$ cat config.mk
export PLATFORM = sky130hd
export DESIGN_NAME = instr_fetch_unit
export DESIGN_NICKNAME = d
export VERILOG_FILES = /design/src/rtl/instr_fetch_unit.sv
export SDC_FILE = /design/constraint.sdc
export NUM_CORES = 1
export LEC_CHECK = 0
export ABC_AREA = 1
export CAP_MARGIN = 20
export CORE_MARGIN = 2
export CORE_UTILIZATION = 45
export CTS_BUF_LIST = sky130_fd_sc_hd__clkbuf_8 sky130_fd_sc_hd__clkbuf_16
export DETAILED_ROUTE_END_ITERATION = 16
export PLACE_DENSITY = 0.88
export SLEW_MARGIN = 20
export SYNTH_ARGS = -nofsm -noshare
export SYNTH_HDL_FRONTEND = slang
export SYNTH_SLANG_ARGS = --single-unit
export TNS_END_PERCENT = 30
$ cat constraint.sdc
create_clock -name clk -period 2.2 [get_ports clk]
set_input_delay 0.33 -clock clk [delete_from_list [all_inputs] [get_ports clk]]
set_output_delay 0.33 -clock clk [all_outputs]
set_load 0.05 [all_outputs]
$ cat src/rtl/instr_fetch_unit.sv
// Fetch stage: one outstanding imem request at a time, captured word held
// for the decoder under valid/ready, with branch redirect and sticky errors.
module instr_fetch_unit #(
  parameter int              PC_W     = 64,
  parameter logic [PC_W-1:0] RESET_PC = '0,
  parameter int              TIMEOUT  = 16
) (
  input  logic            clk,
  input  logic            rst_n,
  output logic            imem_req,
  output logic [PC_W-1:0] imem_addr,
  input  logic            imem_gnt,
  input  logic            imem_rvalid,
  input  logic [31:0]     imem_rdata,
  output logic            instr_valid,
  input  logic            instr_ready,
  output logic [31:0]     instr,
  output logic [6:0]      opcode,
  output logic [2:0]      funct3,
  output logic [6:0]      funct7,
  output logic [PC_W-1:0] pc_out,
  input  logic            branch_taken,
  input  logic [PC_W-1:0] branch_target,
  output logic            fetch_err,
  output logic [1:0]      err_code,
  output logic [2:0]      fsm_state
);

  localparam logic [2:0] S_IDLE  = 3'd0;
  localparam logic [2:0] S_REQ   = 3'd1;
  localparam logic [2:0] S_WAIT  = 3'd2;
  localparam logic [2:0] S_VALID = 3'd3;
  localparam logic [2:0] S_ERR   = 3'd4;

  localparam int              CNT_W    = (TIMEOUT > 2) ? $clog2(TIMEOUT) : 1;
  localparam logic [CNT_W-1:0] CNT_LAST = CNT_W'(TIMEOUT - 1);

  logic [2:0]      state;
  logic [PC_W-1:0] pc;
  logic [31:0]     instr_q;
  logic [CNT_W-1:0] wait_cnt;
  logic [1:0]      err_q;

  always_ff @(posedge clk or negedge rst_n) begin
    if (!rst_n) begin
      state    <= S_IDLE;
      pc       <= RESET_PC;
      instr_q  <= '0;
      wait_cnt <= '0;
      err_q    <= 2'b00;
    end else begin
      case (state)
        S_IDLE: state <= S_REQ;
        S_REQ: begin
          if (imem_gnt) begin
            state    <= S_WAIT;
            wait_cnt <= '0;
          end
        end
        S_WAIT: begin
          // Data on the last allowed cycle is still accepted.
          if (imem_rvalid) begin
            instr_q <= imem_rdata;
            state   <= S_VALID;
          end else if (wait_cnt == CNT_LAST) begin
            state <= S_ERR;
            err_q <= 2'b01;
          end else begin
            wait_cnt <= wait_cnt + 1'b1;
          end
        end
        S_VALID: begin
          if (instr_ready) begin
            if (branch_taken && (branch_target[1:0] != 2'b00)) begin
              state <= S_ERR;
              err_q <= 2'b10;
            end else begin
              pc    <= branch_taken ? branch_target : pc + PC_W'(4);
              state <= S_REQ;
            end
          end
        end
        S_ERR:   state <= S_ERR;
        default: state <= S_IDLE;
      endcase
    end
  end

  assign imem_req    = (state == S_REQ);
  assign imem_addr   = pc;
  assign instr_valid = (state == S_VALID);
  assign instr       = instr_q;
  assign opcode      = instr_q[6:0];
  assign funct3      = instr_q[14:12];
  assign funct7      = instr_q[31:25];
  assign pc_out      = pc;
  assign fetch_err   = (state == S_ERR);
  assign err_code    = err_q;
  assign fsm_state   = state;

endmodule

## Word level (Yosys, flattened, before mapping)

Cells that the tools add are included.

- Flip-flop bits (word level): 105
- Word-level logic and storage cells: 46

- Reduce and logical (&&, ||, !) cells: 10
- Add/subtract/negate cells: 2
- Mux-type cells: 16
- Bitwise gates (word level): 1
- Equality and inequality tests: 12

Operators by type and width:

| cell | number |
|---|---|
| $add 64x3->64 const B | 1 |
| $mux 64 | 1 |
| $mux 3 | 5 |
| $pmux 3 s5 | 1 |
| $mux 4 | 3 |
| $mux 2 | 4 |
| $pmux 4 s2 | 1 |
| $eq 3x2->1 const B | 2 |
| $ne 2x1->1 const B | 3 |
| $ne 2x2->1 const B | 3 |
| $reduce_and 3->1 | 2 |
| $reduce_bool 2->1 | 3 |
| $reduce_and 5->1 | 1 |
| $add 4x1->4 const B | 1 |
| $eq 4x4->1 const B | 1 |
| $pmux 2 s2 | 1 |
| $reduce_and 4->1 | 1 |
| $eq 3x1->1 const B | 1 |
| $eq 3x3->1 const B | 1 |
| $logic_not 3->1 | 1 |
| $ne 3x3->1 const B | 1 |
| $reduce_and 2->1 | 1 |
| $logic_and 1x1->1 | 1 |
| $not 1->1 | 1 |

## Logic depth before layout (Yosys ltp)

- Depth after elaboration: 5
- Gate-level depth with buffers: 11
- Gate-level depth less buffers: 11

## Least setup slack after synthesis

OpenSTA, ideal clock, no wires.

- Kind: reg-to-reg
- From: register state[1] (netlist: fsm_state[1])
- To: register pc[12] (netlist: imem_addr[12])
- Clock period less this slack: 2.045 ns
- Path slack: 0.155 ns
- Required time: 2.077 ns
- Library setup time: 0.123 ns
- Data arrival time: 1.922 ns
- Path buffers: 2
- Cell stages (with the launch flop): 10
- Path through: dfrtp_1 nand2_1 nor2_4 nand2_2 nor2_4 inv_2 buf_6 buf_6 a22oi_2 nand2_1

- Word-level cells in the longest chain between the ends: 2

Ends and longest elaborated chain:

| element | line | RTL |
|---|---|---|
| start: declaration | 38 | `logic [2:0] state;` |
| start signal: assignment | 46 | `state <= S_IDLE;` |
| start signal: assignment | 53 | `S_IDLE: state <= S_REQ;` |
| start signal: assignment | 56 | `state <= S_WAIT;` |
| $eq 3x2->1 | n/a |  |
| via instr_valid | 15 | `output logic instr_valid,` |
| $reduce_and 3->1 (no source line) | n/a |  |
| end signal: assignment | 78 | `pc <= branch_taken ? branch_target : pc + PC_W'(4);` |
| end: declaration | 39 | `logic [PC_W-1:0] pc;` |

The timed path passes the listed nets, and every way through them passes these cells.
A chain may end at the register's enable or synchronous reset.

## Worst setup path after layout

- From: register pc[4] (netlist: imem_addr[4])
- To: output pc_out[4]

RTL lines:

| element | line | RTL |
|---|---|---|
| end: declaration | 21 | `output logic [PC_W-1:0] pc_out,` |

No word-level cell between the ends.

==> reports/results.ini <==
[sta]
fin_worst_skew_ps=9.28
worst_pin_slew_ps=568
fin_setup_tns_ps=0
hold_viol=0
relSlewSlack_pct=62.0
grt_setup_unrepaired=false
maxSlewViolCount=0
setup_viol_count_final=0
worst_slack_ps=44.4
period_needed_ps=2160
max_freq_ghz=0.464
post-route-period-util_pct=98.0

[clocking]
ctsHtreeMaxLevel=3
cts_root_buf=clkbuf_16
cts_tree=yes
clkTransAtPathRegs_ps=80
clk_path_buf_depth=2
clkLatencyLatePin_ps=360
numCtsBuffers=9
post_cts_buffers=0
clock_sinks=105

[logic_synthesis]
yosys-top-cells-area=dfrtp_1 (36%), nand2_1 (20%), nor2_1 (9.4%), buf_4 (8.4%), inv_1 (5.2%)
syn_nets=1239
netlist.area_leader.share_pct=35.7
yosysTopAreaCell=dfrtp_1
yosys_warnings=0
synth_area_mm2=0.00736
ys_seq_elements=105
ys.flop_type=dfrtp_1
syn_inst=1135
synth_edf_count=0
yosysSeqAreaShare_pct=35.7
synth_area_per_cell_um2=6.48
async_flop_share_pct=100
yosys.cell_types.count=39

[global_route]
grtUsageTotal_pct=29.9
grt_overflow=0
grt_pass1_vias=7825
grt_max_degree=45
antenna_found_initial=0
grt_pass1_wl_um=41500

[pwr]
p_leak_nw=4.71
power.density_mw_per_mm2=1730
ir_drop_mv=1.28

[layout]
syn2layout_area_growth_pct=38.5
nets=1443
post_route_cells_drive_above_1_share_pct=6.32
num_antenna_cells=0
finalInstanceArea_mm2=0.0102

[critical_path]
cp_max_fo=8
start_kind=flip-flop
crit_arrival_ps=1830
crit_chain=clkdlybuf4s50_1
critPathRequiredTime_ps=1870
cpPeakStageDelay_ps=880
path_class=flip-flop to primary output
end_kind=primary output
cp_top_family=buffers and inverters
worst_path_max_delay_cell=clkdlybuf4s50_1
worst-path-buf-inv=1

[detailed_routing]
vias_per_cell=5.21
ant_nets=0
dr.pass1.iters=5
post_drt_wl_per_cell_um=16.7
vias=8131
post-route-drc-count=0
wirelength_um=26100
drt_iter0_markers=741

[die]
pin_count=287
coreArea_mm2=0.0159
fp-row-count=46
die-width_um=132
die_area_mm2=0.0174
fp.dieH_um=132
start_util_pct=46.1

[placement]
io_buffers=286
dp.final_hpwl_um=20800
place_ws_ps=13.1
placed_area_mm2=0.00986
gp_congestion=0.954

[worst_hold_path]
hp-class=primary input to asynchronous set/reset pin

[flow_run]
maxCapViolCount=0

[outcome]
outcome=finished clean

per-layer routing:
layer | share of wire [%] | track usage, %
met1 | 38 | 36.1
met2 | 49 | 50.5
met3 | 9.1 | 7.54
met4 | 3.6 | 13.2
met5 | 0 | 0
stage by stage:
step | hold WS (ps) | std cells | total power, mW | utilization, %
floorplan | 34.4 | 1135 | 12.5 | -
global placement | 324 | 1543 | 15.6 | 61.9
detailed placement | 324 | 1543 | 15.9 | 61.9
CTS | 482 | 1560 | 17.6 | 63.9
global route | 511 | 1560 | 18.4 | 63.9
finish | 479 | 1560 | 17.6 | 63.9
cell usage in the layout, fill, tap and decap left out, types with 2 or more instances in the layout:
| cell | count |
|---|---|
| dfrtp_1 | 104 |
| nor2_4 | 7 |
| o21ai_2 | 2 |
| a21oi_1 | 33 |
| inv_2 | 5 |
| xor2_1 | 7 |
| nand2_1 | 388 |
| o22ai_1 | 10 |
| inv_6 | 3 |
| o21ai_0 | 41 |
| nand3b_1 | 2 |
| o21ai_1 | 19 |
| clkbuf_16 | 9 |
| buf_4 | 26 |
| nand4_1 | 7 |
| nor2_2 | 5 |
| inv_1 | 102 |
| nor2_1 | 185 |
| nor3_1 | 4 |
| nand2_2 | 12 |
| buf_12 | 4 |
| clkdlybuf4s50_1 | 272 |
| clkinvlp_4 | 2 |
| nand3_1 | 71 |
| a22oi_1 | 4 |
worst paths after layout:
| kind | startpoint | to | slack [ps] | depth (start not counted) |
|---|---|---|---|---|
| min reg2reg | instr[21] | instr[21] | 480 | 2 |
| max in group asynchronous | rst_n | instr[31] | 850 | 3 |
| max reg2reg | imem_addr[3] | imem_addr[36] | 210 | 10 |
| min in group clk | instr[21] | instr[21] | 480 | 2 |
| max | imem_addr[4] | pc_out[4] | 40 | 1 |
| min | rst_n | imem_addr[17] | 480 | 2 |
timing repair:
| item | 4_1_cts | 5_1_grt |
|---|---|---|
| endpoints found under the hold margin | 32 | 0 |
| resized for setup | 0 | 3 |
| hold buffers | 1 | 0 |
| endpoints found under the setup margin | 0 | 4 |
cells in the mapped netlist, types with 7 or more instances:
master	number
clkbuf_1	16
buf_2	7
a21oi_1	33
nand3_1	71
buf_4	82
o21ai_0	41
nand4_1	7
xor2_1	7
nand2_2	12
inv_1	102
o22ai_1	10
o21ai_1	19
nor2_1	185
nand2_1	388
nor2_4	7
dfrtp_1	105
cell type report:
class                      instances  area [µm²]
clock buffer                      10         239
tap                              216         270
sequential                       105        2630
multi-input combinational        811        3550
timing repair buffer             304        3020
inverter                         108         407
clock inverter                     6        71.3
fill                            1442        5750
cell families after synthesis:
group           count (synthesis)  share of synthesized area [%]
compound gates                117                           8.83
fa+ha+maj                       2                          0.340
buf+inv                       219                           16.0
xor+xnor                        8                          0.952
flops                         105                           35.7
simple gates                  684                           38.2
power by group:
part	internal (mW)	switching (mW)
registers	2.82	1.43
clock network	0.928	0.789
logic	3.60	8.03
total	7.34	10.2
flip-flops by register name (all words and copies together) (netlist names):
signal and count:
err_code 2, fsm_state 3, imem_addr 64, instr 32, wait_cnt 4
Note: power is estimated with default switching activity, not from simulation.
